[src/rtl/reg_fifo_ctrl.sv]
// reg_fifo_ctrl: frame sequencer for the input-layer byte FIFO (reg_fifo).
// Accepts IN_BYTES-wide words upstream, emits OUT_BYTES-wide pixels downstream,
// tracks FIFO occupancy locally and flushes leftover bytes at end of frame.
// Optional build macro REG_FIFO_CTRL_CHECK_EN adds a sticky occupancy check
// (fifo_count vs. local occupancy) on the err output; without it err is 0.
module reg_fifo_ctrl #(
  parameter int unsigned IN_BYTES   = 8,
  parameter int unsigned OUT_BYTES  = 3,
  parameter int unsigned FIFO_DEPTH = 15,
  parameter int unsigned PIX_W      = 16
) (
  input  logic                     clk,
  input  logic                     reset,
  input  logic                     start,
  input  logic [PIX_W-1:0]         num_pix,
  input  logic [8*IN_BYTES-1:0]    s_data,
  input  logic                     s_valid,
  output logic                     s_ready,
  output logic [8*IN_BYTES-1:0]    fifo_data_in,
  output logic                     fifo_push,
  output logic                     fifo_pop,
  output logic                     fifo_flush,
  input  logic [3:0]               fifo_count,
  input  logic [8*OUT_BYTES-1:0]   fifo_data_o,
  output logic [8*OUT_BYTES-1:0]   m_data,
  output logic                     m_valid,
  input  logic                     m_ready,
  output logic                     busy,
  output logic                     done,
  output logic                     err
);

  localparam int unsigned OCC_W    = 4;
  localparam int unsigned WCNT_W   = PIX_W + 2;
  localparam int unsigned IN_SHIFT = $clog2(IN_BYTES);

  localparam logic [OCC_W-1:0] IN_B     = OCC_W'(IN_BYTES);
  localparam logic [OCC_W-1:0] OUT_B    = OCC_W'(OUT_BYTES);
  localparam logic [OCC_W-1:0] PUSH_MAX = OCC_W'(FIFO_DEPTH - IN_BYTES);

  typedef enum logic [1:0] {
    ST_IDLE,
    ST_RUN,
    ST_FLUSH
  } state_t;

  state_t              state, state_nxt;
  logic [OCC_W-1:0]    occ, occ_nxt;
  logic [PIX_W-1:0]    pix_left, pix_nxt;
  logic [WCNT_W-1:0]   words_left, words_nxt;
  logic [WCNT_W-1:0]   words_load;
  logic                busy_nxt, done_nxt, flush_nxt;
  logic                run_st;

  // Words needed to carry num_pix pixels, rounded up to whole pushes.
  assign words_load = (WCNT_W'(num_pix) * WCNT_W'(OUT_BYTES) + WCNT_W'(IN_BYTES - 1))
                      >> IN_SHIFT;

  // Handshake and pass-through; a same-cycle pop earns no push credit.
  assign run_st       = (state == ST_RUN);
  assign s_ready      = run_st && (words_left != '0) && (occ <= PUSH_MAX);
  assign fifo_push    = s_valid && s_ready;
  assign m_valid      = run_st && (pix_left != '0) && (occ >= OUT_B);
  assign fifo_pop     = m_valid && m_ready;
  assign fifo_data_in = s_data;
  assign m_data       = fifo_data_o;

  // State register plus counters and registered status outputs.
  always_ff @(posedge clk) begin
    if (reset) begin
      state      <= ST_IDLE;
      occ        <= '0;
      pix_left   <= '0;
      words_left <= '0;
      busy       <= 1'b0;
      done       <= 1'b0;
      fifo_flush <= 1'b0;
    end else begin
      state      <= state_nxt;
      occ        <= occ_nxt;
      pix_left   <= pix_nxt;
      words_left <= words_nxt;
      busy       <= busy_nxt;
      done       <= done_nxt;
      fifo_flush <= flush_nxt;
    end
  end

  // Next-state, counter updates and next values of registered outputs.
  always_comb begin
    state_nxt = state;
    occ_nxt   = occ;
    pix_nxt   = pix_left;
    words_nxt = words_left;
    done_nxt  = 1'b0;

    case (state)
      ST_IDLE: begin
        if (start) begin
          if (num_pix != '0) begin
            state_nxt = ST_RUN;
            occ_nxt   = '0;
            pix_nxt   = num_pix;
            words_nxt = words_load;
          end else begin
            done_nxt  = 1'b1;
          end
        end
      end

      ST_RUN: begin
        if (fifo_push) begin
          occ_nxt   = occ_nxt + IN_B;
          words_nxt = words_left - WCNT_W'(1);
        end
        if (fifo_pop) begin
          occ_nxt = occ_nxt - OUT_B;
          pix_nxt = pix_left - PIX_W'(1);
          if (pix_left == PIX_W'(1)) begin
            state_nxt = ST_FLUSH;
          end
        end
      end

      ST_FLUSH: begin
        occ_nxt   = '0;
        state_nxt = ST_IDLE;
        done_nxt  = 1'b1;
      end

      default: begin
        state_nxt = ST_IDLE;
        occ_nxt   = '0;
      end
    endcase

    busy_nxt  = (state_nxt != ST_IDLE);
    flush_nxt = (state_nxt == ST_FLUSH);
  end

`ifdef REG_FIFO_CTRL_CHECK_EN
  logic err_q;

  // Sticky occupancy check; cleared by reset or an accepted start.
  always_ff @(posedge clk) begin
    if (reset) begin
      err_q <= 1'b0;
    end else if ((state == ST_IDLE) && start) begin
      err_q <= 1'b0;
    end else if (run_st && (fifo_count != occ)) begin
      err_q <= 1'b1;
    end
  end

  assign err = err_q;
`else
  logic unused_fifo_count;

  // No checker in this build; fifo_count is observed only by the checker.
  assign unused_fifo_count = ^fifo_count;
  assign err               = 1'b0;
`endif

endmodule

[config.mk]
export PLATFORM = sky130hd
export DESIGN_NAME = reg_fifo_ctrl
export DESIGN_NICKNAME = d
export VERILOG_FILES = /design/src/rtl/reg_fifo_ctrl.sv
export SDC_FILE = /design/constraint.sdc
export NUM_CORES = 1
export LEC_CHECK = 0
export ABC_AREA = 0
export BUFFER_PORTS_ARGS = -buffer_cell sky130_fd_sc_hd__buf_4
export CAP_MARGIN = 40
export CORE_UTILIZATION = 25
export DETAILED_ROUTE_END_ITERATION = 7
export SLEW_MARGIN = 20
export SYNTH_ARGS = -nofsm -noshare
export SYNTH_HDL_FRONTEND = slang
export SYNTH_SLANG_ARGS = --single-unit
[constraint.sdc]
create_clock -name clk -period 2.4 [get_ports clk]
set_clock_uncertainty 0.15 [all_clocks]
set_input_delay 0.36 -clock clk [delete_from_list [all_inputs] [get_ports clk]]
set_output_delay 0.36 -clock clk [all_outputs]
set_load 0.01 [all_outputs]
==> run metrics <==
crit path launch type flop; PD cells 601 nW/um^2; WP buf/inv 2; NetSw 1.08 mW; Root Driver clkbuf_16; Worst R2R End words_left[16]; Setup WS pre-CTS -315 ps; unrepaired setup endpoints after global routing yes; Area Overhead vs Synth 13.7%; Fmax achieved 433 MHz; first-pass GRT wire length 18,400 um; reg-to-reg slack, setup 280 ps; CP required 1890 ps; # IOs 209; Final Critical Period 2310 ps; fin crit share 0.962; I/O Buffers 27; Synth Flop Type dfxtp_1; via count 3,804; CTS tree built; insertion delay to the later sink of the worst-skew pair 300 ps; final slew viol count 0; Post-synth EDFFs 0; final setup fails 0; CTS Sinks 43; Tightest Pin Transition 496 ps; Worst Setup End Kind primary output; ANT cells 0; status completed; Die Ht 136 um; clk buf depth 2; core area 17,400 sq um; internal power 1.97 mW; Pre-Repair DR Iteration Count 4; Comb pwr share 0.419; layout cells sized above 1 0.284; initial DRC count 254; worst-path maximum fanout 10; switching share of power 0.354; Post-Syn Area per Cell 7.79 sq um; Hold Crit Start reset; crit-path leading delay family simple AND/OR/NAND/NOR gates; hpwl dp 8800 um; largest net degree at the start of global routing 32; Mapped Cells 572; Starting Density 0.257; Slew headroom 0.668; crit path cell chain or3_4 > nor4_4 > a41oi_4 > buf_6 > buf_4; ANT nets after route 0; synthesized area 4460 sq um; most common cell after layout, fill and taps aside buf_4; start of the worst register-to-register path words_left[0]; Num CTS Buffers 5; Synth cell types 73; final hold violation count 0; Hold/Removal Path Class in -> reg; post-synthesis sequential area ratio 0.193; largest vdd supply drop 0.315 mV; number of global-route vias before repair 3,628; WHS Path Cells 2; grt total ovfl 0; Worst Reg-to-Reg Cells 9; DRC 0; Slowest-stage cell, CP or3_4; number of H-tree levels 2; initial antenna violation count 0; Setup TNS 0 ps; max-cap violations 0; commonest non-fill, non-tap cells in the layout 104 x buf_4, 48 x a21oi_1, 43 x nand2_1, 43 x dfxtp_1, 38 x nor2_1; async set-or-reset flop fraction in the synthesized netlist 0; Pleak 2.08 nW; CP peak stage delay 450 ps; arrival time worst endpoint 1800 ps; path type of the worst setup path reg -> out; Avg WL per Cell 14.3 um; die area 18,400 sq um; Nets 725; clock share of power 0.299; final worst slack 90.0 ps; worst hold endpoint occ[0]; Via density 4.78; Yosys Warn Count 0; overall routing resource usage 0.127; Sequential Power Share 0.282; Syn Nets 727; Reg clk slew, reported paths 70 ps; CTS Hold Bufs 0; Rows 48; Synth Register Bits 43; final wirelength 11,400 um; routability congestion estimate 0.792; Chip Width 136 um
## cell usage after synthesis, types with 4 or more instances
cell      instances  area [sq um]
a211o_1           4          35.0
a211oi_1          9          67.6
a21o_1            6          45.0
a21oi_1          50           250
a31oi_1          14          87.6
and3_1            5          31.3
buf_4            91           683
clkbuf_1         14          52.6
dfxtp_1          43           861
ha_1             42           526
inv_1            24          90.1
nand2_1          43           161
nand2b_1          5          31.3
nand3_1          14          70.1
nand4_1           6          37.5
nor2_1           38           143
nor3_1           15          75.1
o211ai_1          5          37.5
o21a_1            5          37.5
o21ai_0          32           160
o21ai_1          10          50.1
o22ai_1           8          50.1
or3_1             4          25.0
or4_1             4          30.0
xnor2_1           7          61.3
## power by group through the flow
stage               Combinational, mW  Sequential, mW  Clock (mW)
detailed placement               1.24           0.874           0
global route                     1.41           0.871       0.954
finish                           1.28           0.860       0.910
CTS                              1.26           0.858       0.925
global placement                 1.23           0.873           0
floorplan                       0.988           0.857           0
## registers in the layout, indices dropped and copies added, names as in the netlist
register / count
occ: 4
state: 2
done: 1
pix_left: 16
words_left: 18
fifo_flush: 1
busy: 1
## worst register-to-register path, delay by kind of cell, from the launching register on
family	cells	cell delay, ps
AOI/OAI and AO/OA	3	560
adders and majority gates	1	170
buffers and inverters	2	240
DFF	1	340
and+or+nand+nor	3	570
## worst max path at each step
stage	to	depth (start not counted)	slack [ps]	startpoint
after floorplan	words_left[14]	8	-10	num_pix[5]
after global placement	words_left[13]	10	-240	num_pix[5]
after detailed placement	words_left[14]	9	-310	num_pix[5]
after CTS	m_valid	5	1	pix_left[10]
after global routing	fifo_push	7	-70	words_left[0]
final	fifo_pop	5	90	pix_left[10]
## stage by stage
stage               instances   util  cell area, sq um  total power, mW  hold slack [ps]
finish                    796  0.292              5070             3.05              261
global route              796  0.292              5070             3.23              282
CTS                       795  0.289              5010             3.04              264
detailed placement        786  0.276              4800             2.12              311
global placement          786  0.276              4800             2.10              300
floorplan                 572      -              4560             1.84              289
## layout make-up
type                    count  area (sq um)
fillers                  1875         12300
multi-input cells         390          2840
flip-flops and latches     43           861
repair buffers            105           792
well taps                 225           282
clock buffers               5           125
inverters                  25          96.3
clock inverters             3          67.6
## cell families after synthesis
| kind of cell | count (synthesis) | synth area share |
|---|---|---|
| mux | 2 | 0.00449 |
| flops | 43 | 0.193 |
| compound gates | 168 | 0.246 |
| buf+inv | 139 | 0.207 |
| fa+ha+maj | 42 | 0.118 |
| other cells | 1 | 0.000841 |
| xor+xnor | 8 | 0.0157 |
| simple gates | 169 | 0.216 |
## per-layer routing
layer,global-route usage,vias up,wire length (um)
li1,-,1963,-
met1,0.173,1763,5660
met2,0.203,70,5150
met3,0.0269,8,485
met4,0.0293,0,93
met5,0,-,0
## what timing repair did
| action | CTS | global route |
|---|---|---|
| gates cloned | 0 | 0 |
| setup buffers | 1 | 1 |
| endpoints found under the setup margin | 4 | 18 |
| pin swaps | 5 | 9 |
| gates resized for setup | 4 | 8 |
Power figures use the tool's default switching activity.
